File: src/rtl/ghost_scheduler_if.sv
// Bus between the top-level game logic and the ghost scheduler.
//   start_i       : debounced start/acknowledge pulse into the scheduler
//   collision_i   : per-ghost registered collision flags into the scheduler
//   move_en_o     : one-hot per-ghost move strobe out of the scheduler
//   ghost_reset_o : respawn pulse out of the scheduler
//   hit_o         : accepted-collision pulse out of the scheduler
//   game_state_o  : 00 TITLE, 10 PLAYING, 11 GAME_OVER
//   lives_o       : remaining lives
// Modports: master = game logic side, slave = scheduler side.
interface ghost_scheduler_if #(
   parameter int unsigned NUM_GHOSTS = 4
);
   logic                  start_i;
   logic [NUM_GHOSTS-1:0] collision_i;
   logic [NUM_GHOSTS-1:0] move_en_o;
   logic                  ghost_reset_o;
   logic                  hit_o;
   logic [1:0]            game_state_o;
   logic [1:0]            lives_o;

   modport master (
      output start_i, collision_i,
      input  move_en_o, ghost_reset_o, hit_o, game_state_o, lives_o
   );

   modport slave (
      input  start_i, collision_i,
      output move_en_o, ghost_reset_o, hit_o, game_state_o, lives_o
   );
endinterface

File: src/rtl/ghost_scheduler.sv
// Game-level controller for the ghost datapath: owns the TITLE/PLAYING/
// GAME_OVER state and the lives counter, and issues round-robin per-ghost
// move strobes from one shared move timer.
// Ports:
//   clk_i   : system clock
//   reset_n : asynchronous active-low reset
//   bus     : ghost_scheduler_if.slave (start_i, collision_i in;
//             move_en_o, ghost_reset_o, hit_o, game_state_o, lives_o out)
// Optional feature macro: GHOST_FREEZE_EN -- after each respawn pulse the
// first FREEZE_TICKS ticks start no sweep.
module ghost_scheduler #(
   parameter int unsigned NUM_GHOSTS  = 4,
   parameter int unsigned MOVE_DELAY  = 90000000,
   parameter int unsigned LIVES_INIT  = 3,
   parameter int unsigned HIT_HOLDOFF = 2
`ifdef GHOST_FREEZE_EN
   , parameter int unsigned FREEZE_TICKS = 3
`endif
) (
   input logic             clk_i,
   input logic             reset_n,
   ghost_scheduler_if.slave bus
);

   localparam int unsigned TW = $clog2(MOVE_DELAY);
   localparam int unsigned SW = $clog2(NUM_GHOSTS) + 1;
   localparam int unsigned HW = (HIT_HOLDOFF < 1) ? 1 : $clog2(HIT_HOLDOFF + 1);
`ifdef GHOST_FREEZE_EN
   localparam int unsigned FW = (FREEZE_TICKS < 1) ? 1 : $clog2(FREEZE_TICKS + 1);
`endif

   // Sweep index holds the next ghost to strobe; NUM_GHOSTS means idle.
   localparam logic [SW-1:0] SWEEP_IDLE = SW'(NUM_GHOSTS);

   typedef enum logic [1:0] {
      ST_TITLE     = 2'b00,
      ST_PLAYING   = 2'b10,
      ST_GAME_OVER = 2'b11
   } state_e;

   state_e                state_q, state_d;
   logic [1:0]            lives_q, lives_d;
   logic [TW-1:0]         timer_q, timer_d;
   logic [SW-1:0]         sweep_idx_q, sweep_idx_d;
   logic [HW-1:0]         holdoff_q, holdoff_d;
   logic [NUM_GHOSTS-1:0] move_en_q, move_en_d;
   logic                  ghost_reset_q, ghost_reset_d;
   logic                  hit_q, hit_d;
`ifdef GHOST_FREEZE_EN
   logic [FW-1:0]         freeze_q, freeze_d;
`endif

   logic tick_c;
   logic hit_acc_c;

   assign tick_c    = (state_q == ST_PLAYING) && (timer_q == TW'(MOVE_DELAY - 1));
   assign hit_acc_c = (state_q == ST_PLAYING) && (holdoff_q == '0) && (|bus.collision_i);

   // Next-state and next-output logic.
   always_comb begin
      state_d       = state_q;
      lives_d       = lives_q;
      timer_d       = timer_q;
      sweep_idx_d   = sweep_idx_q;
      holdoff_d     = (holdoff_q != '0) ? holdoff_q - HW'(1) : '0;
      move_en_d     = '0;
      ghost_reset_d = 1'b0;
      hit_d         = 1'b0;
`ifdef GHOST_FREEZE_EN
      freeze_d      = freeze_q;
`endif

      case (state_q)
         ST_TITLE: begin
            timer_d     = '0;
            sweep_idx_d = SWEEP_IDLE;
            if (bus.start_i) begin
               state_d       = ST_PLAYING;
               lives_d       = 2'(LIVES_INIT);
               ghost_reset_d = 1'b1;
               holdoff_d     = HW'(HIT_HOLDOFF);
            end
         end

         ST_PLAYING: begin
            if (hit_acc_c) begin
               // Hit wins over any tick or in-flight sweep.
               hit_d       = 1'b1;
               timer_d     = '0;
               sweep_idx_d = SWEEP_IDLE;
               if (lives_q <= 2'd1) begin
                  state_d = ST_GAME_OVER;
                  lives_d = 2'd0;
               end else begin
                  lives_d       = lives_q - 2'd1;
                  ghost_reset_d = 1'b1;
                  holdoff_d     = HW'(HIT_HOLDOFF);
               end
            end else begin
               timer_d = tick_c ? '0 : timer_q + TW'(1);
               if (sweep_idx_q < SWEEP_IDLE) begin
                  move_en_d   = NUM_GHOSTS'(1) << sweep_idx_q;
                  sweep_idx_d = sweep_idx_q + SW'(1);
               end
               if (tick_c) begin
`ifdef GHOST_FREEZE_EN
                  if (freeze_q != '0) begin
                     freeze_d = freeze_q - FW'(1);
                  end else begin
                     move_en_d   = NUM_GHOSTS'(1);
                     sweep_idx_d = SW'(1);
                  end
`else
                  move_en_d   = NUM_GHOSTS'(1);
                  sweep_idx_d = SW'(1);
`endif
               end
            end
         end

         ST_GAME_OVER: begin
            lives_d     = 2'd0;
            timer_d     = '0;
            sweep_idx_d = SWEEP_IDLE;
            if (bus.start_i) begin
               state_d = ST_TITLE;
            end
         end

         default: begin
            state_d     = ST_TITLE;
            timer_d     = '0;
            sweep_idx_d = SWEEP_IDLE;
         end
      endcase

`ifdef GHOST_FREEZE_EN
      // Every respawn pulse (including game start) re-arms the freeze.
      if (ghost_reset_d) begin
         freeze_d = FW'(FREEZE_TICKS);
      end
`endif
   end

   // State and output registers.
   always_ff @(posedge clk_i or negedge reset_n) begin
      if (!reset_n) begin
         state_q       <= ST_TITLE;
         lives_q       <= 2'd0;
         timer_q       <= '0;
         sweep_idx_q   <= SWEEP_IDLE;
         holdoff_q     <= '0;
         move_en_q     <= '0;
         ghost_reset_q <= 1'b0;
         hit_q         <= 1'b0;
`ifdef GHOST_FREEZE_EN
         freeze_q      <= '0;
`endif
      end else begin
         state_q       <= state_d;
         lives_q       <= lives_d;
         timer_q       <= timer_d;
         sweep_idx_q   <= sweep_idx_d;
         holdoff_q     <= holdoff_d;
         move_en_q     <= move_en_d;
         ghost_reset_q <= ghost_reset_d;
         hit_q         <= hit_d;
`ifdef GHOST_FREEZE_EN
         freeze_q      <= freeze_d;
`endif
      end
   end

   assign bus.move_en_o     = move_en_q;
   assign bus.ghost_reset_o = ghost_reset_q;
   assign bus.hit_o         = hit_q;
   assign bus.game_state_o  = state_q;
   assign bus.lives_o       = lives_q;

endmodule

File: src/flat_wrapper.sv
// flat-port wrapper written by rule: the top's interface ports become plain ports
module ghost_scheduler_flat 
#(
   parameter int unsigned NUM_GHOSTS  = 4,
   parameter int unsigned MOVE_DELAY  = 90000000,
   parameter int unsigned LIVES_INIT  = 3,
   parameter int unsigned HIT_HOLDOFF = 2

)
  (clk_i, reset_n, bus_start_i, bus_collision_i, bus_move_en_o, bus_ghost_reset_o, bus_hit_o, bus_game_state_o, bus_lives_o);
  ghost_scheduler_if #(.NUM_GHOSTS(NUM_GHOSTS)) bus_i ();
  input logic clk_i;
  input logic reset_n;
  input wire logic [$bits(bus_i.start_i)-1:0] bus_start_i;
  input wire logic [$bits(bus_i.collision_i)-1:0] bus_collision_i;
  output wire logic [$bits(bus_i.move_en_o)-1:0] bus_move_en_o;
  output wire logic [$bits(bus_i.ghost_reset_o)-1:0] bus_ghost_reset_o;
  output wire logic [$bits(bus_i.hit_o)-1:0] bus_hit_o;
  output wire logic [$bits(bus_i.game_state_o)-1:0] bus_game_state_o;
  output wire logic [$bits(bus_i.lives_o)-1:0] bus_lives_o;
  assign bus_i.start_i = bus_start_i;
  assign bus_i.collision_i = bus_collision_i;
  assign bus_move_en_o = bus_i.move_en_o;
  assign bus_ghost_reset_o = bus_i.ghost_reset_o;
  assign bus_hit_o = bus_i.hit_o;
  assign bus_game_state_o = bus_i.game_state_o;
  assign bus_lives_o = bus_i.lives_o;
  ghost_scheduler #(.NUM_GHOSTS(NUM_GHOSTS), .MOVE_DELAY(MOVE_DELAY), .LIVES_INIT(LIVES_INIT), .HIT_HOLDOFF(HIT_HOLDOFF)) u_core (.clk_i(clk_i), .reset_n(reset_n), .bus(bus_i));
endmodule
File: config.mk
export PLATFORM = sky130hd
export DESIGN_NAME = ghost_scheduler_flat
export DESIGN_NICKNAME = d
export VERILOG_FILES = /design/src/rtl/ghost_scheduler_if.sv /design/src/rtl/ghost_scheduler.sv /design/src/flat_wrapper.sv
export SDC_FILE = /design/constraint.sdc
export NUM_CORES = 1
export LEC_CHECK = 0
export ABC_AREA = 1
export BUFFER_PORTS_ARGS = -buffer_cell sky130_fd_sc_hd__buf_2
export CAP_MARGIN = 20
export CORE_UTILIZATION = 35
export DETAILED_ROUTE_END_ITERATION = 10
export PLACE_DENSITY_LB_ADDON = 0.08
export REMOVE_ABC_BUFFERS = 1
export SYNTH_ARGS = -nofsm -noshare
export SYNTH_HDL_FRONTEND = slang
export SYNTH_SLANG_ARGS = --single-unit
File: constraint.sdc
create_clock -name clk_i -period 1.44 [get_ports clk_i]
set_input_delay 0.216 -clock clk_i [delete_from_list [all_inputs] [get_ports clk_i]]
set_output_delay 0.216 -clock clk_i [all_outputs]
set_load 0.005 [all_outputs]
==> results by group, run 1 <==
Clocking
  – CTS root buf: clkbuf_8
  – H-Tree Depth: 2
  – Clk buf depth: 2
  – CTS tree: yes
  – TritonCTS Sinks: 42
  – CTS Buf Count: 5
  – Worst-path clk slew: 90 ps
  – Latest clock arrival within the worst-skew pair: between 300 and 400 ps

Logic synthesis
  – Synth top area cells: dfrtp_1 (39%), nand2_1 (14%), nor2_1 (9.4%)
  – Register area share after synthesis: 0.395
  – Synth top area share: 0.385
  – Yosys top cell by area: dfrtp_1
  – Register bit count reported by yosys: 42
  – Post-synth ARST share: 1.00
  – Post-synth EDFFs: 0
  – Post-synth cell types: 30
  – Cell area after synthesis: 0.00266 mm²
  – Syn Area/Cell: 7.40 µm²
  – Predominant post-synthesis flop cell: dfrtp_1
  – Ys Warns: 0
  – Post-Syn Instances: 360

GRT
  – Met1 GRT Util: 0.250
  – Largest net degree at the start of global routing: 18
  – Vias in the first global route: ~2.3k
  – Total gr overflow: 0
  – Initial antenna violation count: 0
  – Met3 Track Usage GR: 0.0286
  – Top Usage Layer GRT: met2
  – Met2 GRT Util: 0.304
  – First-pass GRT wire length: around 11000 µm
  – GR Util All Layers: 0.185

Worst setup path
  – Buf/Inv on CP: 1
  – Critical path capture point type: register
  – Worst path max stage delay: around 400 ps
  – WP data arrival: approximately 1700 ps
  – WS Path Type: register to register
  – Critical Path RT: 1640 ps
  – Critical path peak fanout: 10
  – CP delay by family, top: simple AND/OR/NAND/NOR gates
  – Crit path cell chain: ha_4 -> nand2_4 -> nor2_4 -> nand3_2 -> nor2_4 -> nand2_4 -> nand2_8 -> buf_12 -> nor3_1
  – Worst Setup Start Kind: register
  – CP max stage cell: dfrtp_1

Routing
  – Total wire length: 6630 µm
  – Drt via density: 4.45
  – DR iter-0 viols: 92
  – First-pass DRT Iterations: 5
  – Avg WL per Cell: 12.6 µm
  – Via count of the routed design: around 2.3k
  – Final antenna-violating net count: 0
  – DRC errors left: 0

Run status
  – Status: finished with violations
  – Failing checks: setup timing

Power and ir drop
  – Seq pwr share: 0.333
  – Share of power burned in combinational logic: 0.442
  – Leakage: 1.62 nW
  – Max rail drop VDD: 0.853 mV
  – Sw Share: 0.369
  – Int Pwr: 2.70 mW
  – Clock power share: 0.225
  – Pwr/cell area: 1220 mW/mm²
  – Switching power: 1.58 mW

Placed design
  – DP Wirelength: between 5000 and 6000 µm
  – Placed cell count: about 510
  – Pre-CTS setup slack: -177 ps
  – GPL Wtd Cong: about 0.84
  – # port buffers: 16

STA
  – Slew HR: 0.694
  – PnR worst setup slack: -21.0 ps
  – Hold Fails Final Rpt: 0
  – Final setup viols: 19
  – Slew Limit Fails: 0
  – Worst-Margin Slew: around 460 ps
  – Crit share post-route: 1.01
  – Fmax: around 700 MHz
  – Tmin final: 1460 ps
  – Setup Skew: 3.60 ps
  – RSZ-0062 raised after global routing: yes

Finish
  – Fill count: just under 800
  – Nets: 442
  – ANT cells: 0
  – Final Core Density: 0.481
  – Area grow syn2layout: 31.7%
  – Most common cell after layout, fill and taps aside: nand2_1
  – Highest-count cells in the layout ignoring fill and taps: nand2_1 (95), nor2_1 (60), inv_1 (45)
  – Share of layout cells above drive strength 1: 0.344
  – Non-Filler Instances: approximately 530

Die
  – Die height: between 80 and 90 µm
  – # rows: 31
  – IO Pins: 17
  – Die ar.: about 0.0080 mm²
  – Die Wd: 89.2 µm
  – Core ar.: 0.00729 mm²
  – Starting Density: 0.365

Worst hold path
  – Worst min-delay path class: primary input to register

Job
  – Max-Cap Viols: 0
Yosys cell counts, drive strengths merged, types with 3 or more instances:
cell type	instances
nand2	108
nand4	4
inv	50
a21oi	3
xor2	4
buf	3
ha	9
dfrtp	41
nand3	18
o21ai	8
xnor2	3
nor2	91
nor3	9
final timing paths:
check	from	endpoint	slack [ps]	cells after the start
setup / recovery	u_core.timer_q[0]$_DFF_PN0_	u_core.timer_q[2]$_DFF_PN0_	-20	9
hold / removal	bus_start_i	u_core.bus.lives_o[1]$_DFFE_PN0P_	240	4
setup reg to reg	u_core.timer_q[0]$_DFF_PN0_	u_core.timer_q[2]$_DFF_PN0_	-20	9
hold reg to reg	u_core.holdoff_q[0]$_DFF_PN0_	u_core.holdoff_q[0]$_DFF_PN0_	490	1
max in group asynchronous	reset_n	u_core.timer_q[13]$_DFF_PN0_	460	3
min in group asynchronous	reset_n	u_core.timer_q[26]$_DFF_PN0_	380	2
cell families (layout without fill, tap and decap cells):
group	after synthesis	in the layout	share of synthesized area
AO/OA/AOI/OAI	17	17	0.0371
AND/OR/NAND/NOR	232	232	0.415
adder cells (fa/ha/maj)	9	9	0.0423
flip-flops	42	42	0.395
XOR/XNOR	7	7	0.0230
buffers and inverters	53	120	0.0874
flip-flops by register name, indices dropped and copies added (netlist names):
signal and flops:
u_core.bus.hit_o 1, u_core.bus.lives_o 2, u_core.timer_q 27, u_core.bus.game_state_o 2
u_core.holdoff_q 2, u_core.bus.move_en_o 4, u_core.bus.ghost_reset_o 1, u_core.sweep_idx_q 3
layout make-up:
| type | count | area (µm²) | share of cell area |
|---|---|---|---|
| flip-flops and latches | 42 | 1060 | 0.303 |
| inverters | 50 | 188 | 0.0535 |
| well taps | 99 | 124 | 0.0353 |
| multi-input cells | 265 | 1550 | 0.442 |
| repair buffers | 62 | 474 | 0.135 |
| clock inverters | 3 | 40.0 | 0.0114 |
| clock buffers | 5 | 68.8 | 0.0196 |
repair_timing:
| action | CTS | global route |
|---|---|---|
| cloned | 0 | 1 |
| endpoints found under the setup margin | 37 | 40 |
| pin swaps | 4 | 16 |
| hold buffers | 1 | 0 |
| buffers inserted | 1 | 6 |
| resized for setup | 19 | 36 |
| hold endpoints to repair | 14 | 0 |
worst min-delay path: stages:
cell and delay, ps:
buf_2 90, o21ai_2 80, nand2_1 60, o21ai_1 50
per-layer routing:
| metal | share of wire | vias up |
|---|---|---|
| met2 | 0.47 | 44 |
| li1 | - | 1240 |
| met4 | 0.014 | 0 |
| met3 | 0.034 | 8 |
| met5 | 0 | - |
| met1 | 0.48 | 1048 |
power by group through the flow:
stage | Clock [mW] | Combinational [mW] | Sequential [mW]
after floorplan | 0 | 0.701 | 1.44
after global routing | 1.03 | 2.08 | 1.45
after detailed placement | 0 | 1.50 | 1.43
final | 0.963 | 1.89 | 1.42
after CTS | 1.00 | 1.67 | 1.42
after global placement | 0 | 1.50 | 1.43
metrics by stage:
stage / power [mW] / hold slack (ps) / cell area (µm²) / setup TNS [ps]
final: 4.28 / 235 / 3510 / -209
after global routing: 4.55 / 281 / 3510 / -2860
after CTS: 4.09 / 244 / 3310 / -397
after detailed placement: 2.93 / 204 / 3120 / -3380
after global placement: 2.93 / 200 / 3120 / -2330
after floorplan: 2.14 / -79.6 / 2620 / -9200
No activity file was read; power rests on OpenSTA's default activity.
==> inputs of run 2 (changes only) <==
--- a/config.mk
+++ b/config.mk
@@ -10,7 +10,7 @@
 export CAP_MARGIN = 20
 export CORE_UTILIZATION = 35
 export DETAILED_ROUTE_END_ITERATION = 10
-export PLACE_DENSITY_LB_ADDON = 0.08
+export PLACE_DENSITY = 0.5
 export REMOVE_ABC_BUFFERS = 1
 export SYNTH_ARGS = -nofsm -noshare
 export SYNTH_HDL_FRONTEND = slang
==> run 2 against run 1 <==
Net effect: sequential power is essentially flat; via count grew 2.4%; combinational power grew 15%; hold slack gained 26 ps; clock power is essentially flat; die area is the same; critical path type unchanged; the run still ends with setup timing left; sequential share of layout area shrank 0.72 points; sequential cell count is the same; highest routed layer unchanged; utilization grew 0.82 points; count of clock-buffer cells in the layout grew 1; clock skew grew 6.4 ps.
==> results by group, run 2 (synthesis gave the netlist of run 1 again) <==
Run status
  – Status: finished with violations
  – Failing checks: setup timing

Finish
  – Area grow syn2layout: 34.0%
  – Biggest register: u_core.timer_q
  – Nets: 442 (unchanged)
  – Final Core Density: 0.489 (+0.00824)
  – Design area: 0.00357 mm² (+1.7%)
  – Fill count: 757 (-4.4%)
  – Non-Filler Instances: 526 (unchanged)
  – Max reg flops: 27 (unchanged)
  – Highest-count cells in the layout ignoring fill and taps: nand2_1 (96), nor2_1 (61), inv_1 (44)
  – ANT cells: 0 (unchanged)
  – Share of layout cells above drive strength 1: 0.337 (-0.00703)
  – Most common cell after layout, fill and taps aside: nand2_1

GRT
  – Largest net degree at the start of global routing: 32 (+14)
  – Total gr overflow: 0 (unchanged)
  – Vias in the first global route: 2348 (+3.3%)
  – First-pass GRT wire length: 11200 µm (+2.6%)
  – GR Util All Layers: 0.188 (+0.00351)
  – Initial antenna violation count: 0 (unchanged)

Placed design
  – Area after DPL: 0.00310 mm² (-0.80%)
  – Placed cell count: 504 (-0.98%)
  – Pre-CTS setup slack: -187 ps (-9.30 ps)
  – GPL Wtd Cong: 0.849 (+0.78%)
  – # port buffers: 16 (unchanged)
  – DP Wirelength: 4890 µm (-3.3%)

STA
  – Worst-Margin Slew: 316 ps (-143 ps)
  – Hold Fails Final Rpt: 0 (unchanged)
  – Slew HR: 0.788 (+0.0945)
  – Slew Limit Fails: 0 (unchanged)
  – Setup Skew: 9.98 ps (+6.38 ps)
  – PnR worst setup slack: -51.0 ps (-30.0 ps)
  – RSZ-0062 raised after global routing: yes
  – Fmax: 671 MHz (-2.0%)
  – Final hold slack: 261 ps (+25.8 ps)
  – Tmin final: 1490 ps (+30.0 ps)
  – Crit share post-route: 1.04 (+0.0209)
  – Final setup viols: 22 (+3)

Routing
  – Avg WL per Cell: 12.7 µm (+1.1%)
  – Total wire length: 6700 µm (+1.1%)
  – First-pass DRT Iterations: 4 (-1)
  – DRC errors left: 0 (unchanged)
  – Via count of the routed design: 2396 (+2.4%)
  – Drt via density: 4.56 (+2.4%)
  – DR iter-0 viols: 74 (-20%)
  – Final antenna-violating net count: 0 (unchanged)

Clocking
  – TritonCTS Sinks: 42 (unchanged)
  – Latest clock arrival within the worst-skew pair: 300 ps (about the same)
  – Clk buf depth: 2 (unchanged)
  – H-Tree Depth: 2 (unchanged)
  – CTS root buf: clkbuf_8
  – CTS tree: yes
  – CTS Buf Count: 5 (unchanged)
  – Worst-path clk slew: 90 ps (about the same)

Die
  – Die Wd: 89.2 µm (unchanged)
  – Die ar.: 0.00796 mm² (unchanged)
  – IO Pins: 17 (unchanged)
  – Core ar.: 0.00729 mm² (unchanged)
  – Starting Density: 0.365 (unchanged)
  – # rows: 31 (unchanged)
  – Die height: 89.2 µm (unchanged)

Worst hold path
  – Worst min-delay path class: primary input to register
  – Hold path cells: 4 (unchanged)

Power and ir drop
  – Leakage: 1.62 nW (+0.37%)
  – Max rail drop VDD: 1.28 mV (+49%)
  – Pwr/cell area: 1280 mW/mm² (+5.1%)

Worst setup path
  – Critical path capture point type: register
  – WS Path Type: register to register
  – Buf/Inv on CP: 1 (unchanged)
  – CP startpoint: u_core.timer_q[6]$_DFF_PN0_
  – CP delay by family, top: simple AND/OR/NAND/NOR gates
  – R2R cell count: 8 (-1)
  – Critical Path RT: 1630 ps (about the same)
  – Endpoint of the worst register-to-register path: u_core.timer_q[25]$_DFF_PN0_
  – CP max stage cell: dfrtp_1
  – Crit path cell chain: buf_4 -> nand2_1 -> nor2_1 -> nand2_1 -> nor2_1 -> nand3_1 -> nand2_1 -> nor2_4
  – Worst reg-to-reg setup slack: -50 ps (-30 ps)
  – Worst path max stage delay: 400 ps (about the same)
  – Critical R2R Launch: u_core.timer_q[6]$_DFF_PN0_
  – WP data arrival: 1680 ps (+20 ps)
  – Worst Setup Start Kind: register
  – Critical Path Stages: 8 (-1)
  – Critical path peak fanout: 3 (-7)
  – CP endpoint: u_core.timer_q[25]$_DFF_PN0_
  – Most used cell, CP: nand2_1

Job
  – Max-Cap Viols: 0 (unchanged)
## run 2: cell count changes in the layout (fill, tap and decap cells not counted), moves of 2 or more
cell | previous run | this run
buf_4 | 41 | 34
dfrtp_1 | 33 | 39
buf_12 | 2 | 4
dfrtp_2 | 8 | 2
nor3_1 | 2 | 0
nand3_2 | 3 | 5
nand3_1 | 14 | 12
buf_6 | 1 | 6
nor3_2 | 5 | 7
clkinv_2 | 2 | 0
## run 2: worst reg2reg max path: stages, from the launching register on
cell and delay [ps]:
dfrtp_1 400, buf_4 130, nand2_1 70, nor2_1 150, nand2_1 70, nor2_1 260
nand3_1 120, nand2_1 130, nor2_4 50
## run 2: power breakdown
| group | internal, mW | switching (mW) | leakage [nW] |
|---|---|---|---|
| Clock | 0.518 | 0.445 | 0.0514 |
| Sequential | 1.32 | 0.119 | 0.568 |
| Combinational | 1.06 | 1.11 | 1.00 |
## run 2: repair_timing
action,4_1_cts,5_1_grt
setup buffers,6,7
resized for setup,27,34
hold buffers,1,0
endpoints found under the hold margin,11,0
endpoints found under the setup margin,36,41
pin swaps,13,18
cloned,1,0
## run 2: metal layers
metal | wire length, µm | global-route usage
met5 | 0 | 0
met4 | 93 | 0.0476
met3 | 194 | 0.0323
met2 | 3390 | 0.339
met1 | 3020 | 0.232
## run 2: worst min path at each step
stage,startpoint,endpoint
detailed placement,reset_n,u_core.timer_q[12]$_DFF_PN0_
global route,bus_start_i,u_core.bus.lives_o[1]$_DFFE_PN0P_
CTS,bus_start_i,u_core.bus.lives_o[1]$_DFFE_PN0P_
global placement,reset_n,u_core.timer_q[12]$_DFF_PN0_
floorplan,reset_n,u_core.bus.game_state_o[0]$_DFFE_PN0P_
finish,bus_start_i,u_core.bus.lives_o[1]$_DFFE_PN0P_
## run 2: metrics by stage
step / setup TNS (ps) / power, mW
floorplan: -9200 / 2.14
global placement: -2100 / 2.84
detailed placement: -3400 / 2.86
CTS: -1530 / 4.28
global route: -4460 / 4.85
finish: -795 / 4.57
## run 2: area by class of cell
cell class	instances	area [µm²]	area share
timing repair buffer	62	520	0.146
sequential	42	1050	0.296
clock buffer	6	72.6	0.0203
tap	99	124	0.0347
clock inverter	2	37.5	0.0105
multi-input combinational	265	1570	0.439
inverter	50	190	0.0533
